$ cat config.mk
export PLATFORM = sky130hd
export DESIGN_NAME = slice_ctrl_flat
export DESIGN_NICKNAME = d
export VERILOG_FILES = /design/src/rtl/viterbi_pkg.sv /design/src/rtl/slice_ctrl_if.sv /design/src/rtl/slice_ctrl_en_pipe.sv /design/src/rtl/slice_ctrl.sv /design/src/flat_wrapper.sv
export SDC_FILE = /design/constraint.sdc
export NUM_CORES = 1
export LEC_CHECK = 0
export ABC_AREA = 1
export CORE_ASPECT_RATIO = 1.1
export CORE_MARGIN = 1
export CORE_UTILIZATION = 51
export DETAILED_ROUTE_END_ITERATION = 10
export PLACE_DENSITY_LB_ADDON = 0.05
export SLEW_MARGIN = 5
export SYNTH_ARGS = -nofsm -noshare
export SYNTH_HDL_FRONTEND = slang
export SYNTH_HIERARCHICAL = 1
export SYNTH_SLANG_ARGS = --single-unit
$ cat constraint.sdc
create_clock -name clk -period 2.1 [get_ports clk]
set_clock_uncertainty 0.05 [all_clocks]
set_input_delay 0.315 -clock clk [delete_from_list [all_inputs] [get_ports clk]]
set_output_delay 0.315 -clock clk [all_outputs]
set_load 0.01 [all_outputs]
$ cat src/rtl/viterbi_pkg.sv
// Shared types and constants for the Viterbi front-end sequencer.
// Code-rate encodings, controller states and slices-per-word.
package viterbi_pkg;

  localparam logic CODE_RATE_2 = 1'b0;
  localparam logic CODE_RATE_3 = 1'b1;

  localparam int SLICES_PER_WORD_R2 = 4;
  localparam int SLICES_PER_WORD_R3 = 2;

  typedef enum logic [2:0] {
    IDLE,
    FETCH,
    SLICE,
    DRAIN,
    TB_WAIT,
    DONE
  } slice_ctrl_state_t;

  // Index of the final slice within one word for a given rate.
  function automatic logic [1:0] last_slice(input logic rate);
    if (rate == CODE_RATE_3)
      return 2'(SLICES_PER_WORD_R3 - 1);
    return 2'(SLICES_PER_WORD_R2 - 1);
  endfunction

endpackage

$ cat src/rtl/slice_ctrl_if.sv
// Received-word stream between the PS-side source and the controller.
// Plain valid/ready handshake carrying one 16-bit frame word.
interface slice_ctrl_if;
  logic [15:0] i_word;
  logic        i_word_valid;
  logic        o_word_ready;

  modport master (
    output i_word,
    output i_word_valid,
    input  o_word_ready
  );

  modport slave (
    input  i_word,
    input  i_word_valid,
    output o_word_ready
  );
endinterface

$ cat src/rtl/slice_ctrl_en_pipe.sv
// Enable shift register feeding branch-metric and ACS stages.
// Bit 0 is the slicer enable delayed one cycle; bit DEPTH-1 the oldest.
module en_pipe #(
  parameter int DEPTH = 2
) (
  input  logic             clk,
  input  logic             clr_i,
  input  logic             en_i,
  output logic [DEPTH-1:0] q_o
);

  logic [DEPTH-1:0] sh_q;

  // Shift the slicer enable down the line; clear drops any wave in flight.
  always_ff @(posedge clk) begin
    if (clr_i)
      sh_q <= '0;
    else
      sh_q <= {sh_q[DEPTH-2:0], en_i};
  end

  assign q_o = sh_q;

endmodule

$ cat src/rtl/slice_ctrl.sv
// Viterbi front-end sequencer: word fetch, slice enables, enable wave,
// traceback window requests and end-of-data signalling.
module slice_ctrl
  import viterbi_pkg::*;
#(
  parameter int TB_DEPTH = 12,
  parameter int BM_LAT   = 1
) (
  input  logic               clk,
  input  logic               rst,
  input  logic               i_start,
  input  logic               i_code_rate,
  input  logic [15:0]        i_num_words,
  slice_ctrl_if.slave        word_if,
  input  logic               i_tb_done,
  output logic [15:0]        o_data_frame,
  output logic               o_code_rate,
  output logic               o_en_s,
  output logic               o_en_bm,
  output logic               o_en_acs,
  output logic               o_tb_start,
  output logic               o_ood,
  output logic               o_busy,
  output logic               o_done
);

  localparam int SW = $clog2(TB_DEPTH + 1);
  localparam int PD = 1 + BM_LAT;

  slice_ctrl_state_t state_q, state_d;
  logic [1:0]    cnt_q, cnt_d;
  logic [15:0]   rem_q, rem_d;
  logic          rate_q, rate_d;
  logic [15:0]   frame_q, frame_d;
  logic [SW-1:0] step_q, step_d;
  logic [1:0]    out_q, out_d;

  logic          ready;
  logic          en_s;
  logic          drain_fire;
  logic          acs_wrap;
  logic [PD-1:0] pipe_q;
  logic          pipe_empty;

  en_pipe #(.DEPTH(PD)) u_pipe (
    .clk   (clk),
    .clr_i (rst),
    .en_i  (en_s),
    .q_o   (pipe_q)
  );

  assign pipe_empty = ~|pipe_q;
  assign o_en_bm    = pipe_q[0];
  assign o_en_acs   = pipe_q[BM_LAT];

  // State and datapath registers.
  always_ff @(posedge clk) begin
    if (rst) begin
      state_q <= IDLE;
      cnt_q   <= '0;
      rem_q   <= '0;
      rate_q  <= 1'b0;
      frame_q <= '0;
      step_q  <= '0;
      out_q   <= '0;
    end else begin
      state_q <= state_d;
      cnt_q   <= cnt_d;
      rem_q   <= rem_d;
      rate_q  <= rate_d;
      frame_q <= frame_d;
      step_q  <= step_d;
      out_q   <= out_d;
    end
  end

  // Frame sequencing: fetch words, slice them, drain, wait for traceback.
  always_comb begin
    state_d    = state_q;
    cnt_d      = cnt_q;
    rem_d      = rem_q;
    rate_d     = rate_q;
    frame_d    = frame_q;
    ready      = 1'b0;
    en_s       = 1'b0;
    drain_fire = 1'b0;
    o_done     = 1'b0;
    unique case (state_q)
      IDLE: begin
        if (i_start) begin
          if (i_num_words == '0) begin
            state_d = DONE;
          end else begin
            rate_d  = i_code_rate;
            rem_d   = i_num_words;
            state_d = FETCH;
          end
        end
      end
      FETCH: begin
        ready = 1'b1;
        if (word_if.i_word_valid) begin
          frame_d = word_if.i_word;
          cnt_d   = '0;
          rem_d   = rem_q - 16'd1;
          state_d = SLICE;
        end
      end
      SLICE: begin
        en_s = 1'b1;
        if (cnt_q != last_slice(rate_q)) begin
          cnt_d = cnt_q + 2'd1;
        end else if (rem_q != '0) begin
          ready = 1'b1;
          if (word_if.i_word_valid) begin
            frame_d = word_if.i_word;
            cnt_d   = '0;
            rem_d   = rem_q - 16'd1;
          end else begin
            state_d = FETCH;
          end
        end else begin
          state_d = DRAIN;
        end
      end
      DRAIN: begin
        if (pipe_empty) begin
          drain_fire = 1'b1;
          state_d    = TB_WAIT;
        end
      end
      TB_WAIT: begin
        if (out_q == '0)
          state_d = DONE;
      end
      DONE: begin
        o_done  = 1'b1;
        state_d = IDLE;
      end
      default: state_d = IDLE;
    endcase
  end

  // ACS step counting; a full window fires with its last ACS step.
  always_comb begin
    acs_wrap = o_en_acs && (step_q == SW'(TB_DEPTH - 1));
    step_d   = step_q;
    if (o_en_acs)
      step_d = acs_wrap ? '0 : step_q + SW'(1);
    if (drain_fire)
      step_d = '0;
  end

  assign o_tb_start = acs_wrap | (drain_fire & (step_q != '0));
  assign o_ood      = drain_fire;

  // Outstanding traceback requests, saturating at 3.
  always_comb begin
    out_d = out_q;
    case ({o_tb_start, i_tb_done})
      2'b10:   if (out_q != 2'd3) out_d = out_q + 2'd1;
      2'b01:   if (out_q != 2'd0) out_d = out_q - 2'd1;
      default: out_d = out_q;
    endcase
  end

  assign word_if.o_word_ready = ready;
  assign o_en_s       = en_s;
  assign o_data_frame = frame_q;
  assign o_code_rate  = rate_q;
  assign o_busy       = (state_q != IDLE);

  // A fourth request with three already pending is a protocol error.
  a_tb_ovf: assert property (@(posedge clk) disable iff (rst)
    !(o_tb_start && !i_tb_done && out_q == 2'd3));

endmodule

$ cat src/flat_wrapper.sv
// flat-port wrapper written by rule: the top's interface ports become plain ports
module slice_ctrl_flat import viterbi_pkg::*;
#(
  parameter int TB_DEPTH = 12,
  parameter int BM_LAT   = 1
)
  (clk, rst, i_start, i_code_rate, i_num_words, i_tb_done, o_data_frame, o_code_rate, o_en_s, o_en_bm, o_en_acs, o_tb_start, o_ood, o_busy, o_done, word_if_i_word, word_if_i_word_valid, word_if_o_word_ready);
  slice_ctrl_if word_if_i ();
  input  logic clk;
  input  logic rst;
  input  logic i_start;
  input  logic i_code_rate;
  input  logic [15:0] i_num_words;
  input  logic i_tb_done;
  output logic [15:0] o_data_frame;
  output logic o_code_rate;
  output logic o_en_s;
  output logic o_en_bm;
  output logic o_en_acs;
  output logic o_tb_start;
  output logic o_ood;
  output logic o_busy;
  output logic o_done;
  input wire logic [$bits(word_if_i.i_word)-1:0] word_if_i_word;
  input wire logic [$bits(word_if_i.i_word_valid)-1:0] word_if_i_word_valid;
  output wire logic [$bits(word_if_i.o_word_ready)-1:0] word_if_o_word_ready;
  assign word_if_i.i_word = word_if_i_word;
  assign word_if_i.i_word_valid = word_if_i_word_valid;
  assign word_if_o_word_ready = word_if_i.o_word_ready;
  slice_ctrl #(.TB_DEPTH(TB_DEPTH), .BM_LAT(BM_LAT)) u_core (.clk(clk), .rst(rst), .i_start(i_start), .i_code_rate(i_code_rate), .i_num_words(i_num_words), .word_if(word_if_i), .i_tb_done(i_tb_done), .o_data_frame(o_data_frame), .o_code_rate(o_code_rate), .o_en_s(o_en_s), .o_en_bm(o_en_bm), .o_en_acs(o_en_acs), .o_tb_start(o_tb_start), .o_ood(o_ood), .o_busy(o_busy), .o_done(o_done));
endmodule
==> out/summary.txt <==
Post-synth top cells = nand2_1, nor2_1, nand3_1
Peak VDD IR = 0.8040 mV
Layout cells sized above 1 = 11.79%
Bufs and invs on worst path = 3
CTS buffer count = 5
Die area = 0.005889 mm2
#FFs+latches synth = 46
GR Overflow Total = 0
CP max stage cell = clkdlybuf4s50_1
Number of port buffers = 62
Die width = 73.26 um
Status = complete, no violations
RSZ-0062 raised after global routing = true
Synth cell types = 32
Least-Margin Pin Slew = 506.5 ps
Syn Nets = 508
Sw Share = 47.93%
Hold Fails Final Rpt = 0
Die Y = 80.39 um
Seq pwr share = 24.1%
# DRC = 0
Main flop type after synthesis = dfxtp_1
CP max stage delay = 550 ps
Clk buf depth = 2
Final setup vio count = 0
Family with the most delay on the worst path = buffers and inverters
Largest cells by area after synthesis = dfxtp_1, nand2_1, nor2_1
Core Area = 0.005395 mm2
Placed Area = 0.003623 mm2
Skew-Pair Late Insertion Delay = 300 ps
CTS tree = built
I/O pins = 63
Worst setup SP type = flip-flop
Max-slew violations = 0
Final ANT Viol Nets = 0
Initial antenna violation count = 0
# fillers = 509
ANT cells = 0
RR Startpoint = u_core/state_q[2]
Layout area overhead = 33.07%
Register-to-register setup slack = 150 ps
Largest net degree at the start of global routing = 20
Cell with the most instances after synthesis = nand2_1
Final Worst Setup Slack = 61.64 ps
Logic pwr share = 61.6%
Total GRT Usage = 25.72%
First-pass GRT wire length = 11870 um
Hold_sp = u_core/o_data_frame[12]
Design Area, Final = 0.003791 mm2
Min Tclk post-route = 2038 ps
Hold crit path type = reg -> reg
Period utilization = 97.06%
Vias in the first global route = 2822
Clock root buffer = clkbuf_8
YS warnings = 6
Crit path cell chain = inv_2 -> nand3_4 -> inv_6 -> clkdlybuf4s50_1
Asr flop ratio synth = 0%
First drt pass iteration count = 4
Clock share of power = 14.3%
Maximum clock rate = 490.6 MHz
Max-cap violations = 0
Final core utilization = 70.27%
Worst EP required = 1740 ps
Worst EP arrival = 1670 ps
Avg Inst Size Synth = 6.114 um2
Routed WL per cell = 11.80 um
Leading area contributor after synthesis = dfxtp_1
FF-to-FF End = u_core/rem_q[1]
Seq/Total Area, Yosys = 32.32%
Final wirelength = 7292 um
DR vias/cell = 5.026
Number of cell rows = 28
Pre-CTS setup slack = 24.75 ps
Worst-path fanout max = 9
DP Wirelength = 5483 um
Pint = 2.994 mW
H-tree depth = 2
Syn Inst Count = 466
Clock-pin slew on the worst setup and hold paths = 90 ps
Vias = 3106
WHS Path Cells = 2
Initial Utilization = 52.81%
Leak pwr = 1.720 nW
Hold Buf Count CTS = 0
Crit. End Element = output pin
CTS Sinks = 46
Drt initial violations = 157
Worst slew margin = 66.11%
NetSw = 2.756 mW
WHS = 412.1 ps
Final Wtd Congestion = 0.8638
Worst reg2reg path depth = 10
WS Path Type = reg -> out
Worst Hold Path EP = u_core/o_data_frame[12]
Pwr/cell area = 1517 mW/mm2
Post-synth EDFFs = 0
Post-synth top area share = 32.32%
Fin nets = 584
Mapped Area = 0.002849 mm2
## sequential cells by signal, indices dropped and copies added, names as in the netlist
name	count
u_core/o_data_frame	16
u_core/rem_q	16
u_core/step_q	4
u_core/state_q	3
u_core/cnt_q	2
u_core/out_q	2
u_core/u_pipe/q_o	2
u_core/o_code_rate	1
## per-stage QoR
step	setup TNS [ps]	power, mW	cells
after CTS	0	5.712	616
final	0	5.750	618
after floorplan	0	3.871	466
after global routing	-22.99	6.254	618
after detailed placement	0	4.855	608
after global placement	0	4.790	608
## what timing repair did
action,in CTS,in global routing
gates cloned,0,0
endpoints found under the setup margin,3,4
setup buffers,0,2
resized for setup,9,6
## cells by family after synthesis
| group | Yosys count | share of synthesized area [%] |
|---|---|---|
| flip-flops | 46 | 32.32 |
| AO/OA/AOI/OAI | 44 | 7.861 |
| XOR/XNOR | 3 | 0.9224 |
| adder cells (fa/ha/maj) | 4 | 1.757 |
| AND/OR/NAND/NOR | 314 | 49.06 |
| buffers and inverters | 55 | 8.081 |
## routing by layer
layer / global-route usage [%] / routed length [um] / up-vias
met3: 4.642 / 338 / 13
met4: 7.843 / 104 / 0
met1: 30.36 / 3130 / 1380
met5: 0 / 0 / -
li1: - / - / 1642
met2: 46.48 / 3719 / 71
## cells in the final DEF (no fill, tap or decap), types with 3 or more instances in the layout
| master | synthesis | layout |
|---|---|---|
| a21oi_1 | 26 | 26 |
| buf_4 | 1 | 18 |
| clkbuf_8 | 0 | 6 |
| clkdlybuf4s50_1 | 0 | 60 |
| dfxtp_1 | 46 | 43 |
| ha_1 | 4 | 4 |
| inv_1 | 35 | 34 |
| inv_2 | 7 | 8 |
| nand2_1 | 140 | 140 |
| nand2_2 | 7 | 7 |
| nand3_1 | 53 | 53 |
| nand3b_1 | 3 | 3 |
| nand4_1 | 5 | 5 |
| nor2_1 | 85 | 83 |
| nor2_2 | 4 | 5 |
| nor2_4 | 2 | 3 |
| nor3_1 | 4 | 4 |
| o21ai_0 | 14 | 13 |
| o21ai_1 | 2 | 3 |
| or2_2 | 3 | 3 |
## worst max path at each step
stage | slack [ps] | from | cells past startpoint | endpoint
after floorplan | 420 | u_core/rem_q[0] | 14 | u_core/rem_q[14]
final | 60 | u_core/state_q[2] | 4 | o_en_s
after global placement | 50 | u_core/rem_q[1] | 10 | word_if_o_word_ready
after CTS | 50 | u_core/rem_q[1] | 10 | word_if_o_word_ready
after detailed placement | 20 | u_core/rem_q[1] | 10 | word_if_o_word_ready
after global routing | -20 | u_core/state_q[2] | 4 | o_en_s
## power groups by stage
stage | Clock (mW) | Sequential (mW) | Combinational [mW]
floorplan | 0 | 1.36 | 2.51
global placement | 0 | 1.38 | 3.41
detailed placement | 0 | 1.38 | 3.47
CTS | 0.845 | 1.38 | 3.49
global route | 0.869 | 1.42 | 3.97
finish | 0.819 | 1.39 | 3.54
## tightest hold or removal path: stages, from the launching register on
cell	delay, ps
dfxtp_1	320
nand2_1	60
a21oi_1	50
## layout make-up
| class | instances | area [um2] | share of cell area, % |
|---|---|---|---|
| multi-input combinational | 365 | 1708 | 45.05 |
| tap | 75 | 93.84 | 2.475 |
| clock buffer | 6 | 82.58 | 2.178 |
| sequential | 46 | 927.1 | 24.46 |
| timing repair buffer | 80 | 749.5 | 19.77 |
| clock inverter | 2 | 60.06 | 1.584 |
| inverter | 44 | 170.2 | 4.488 |
No activity file was read; power rests on OpenSTA's default activity.
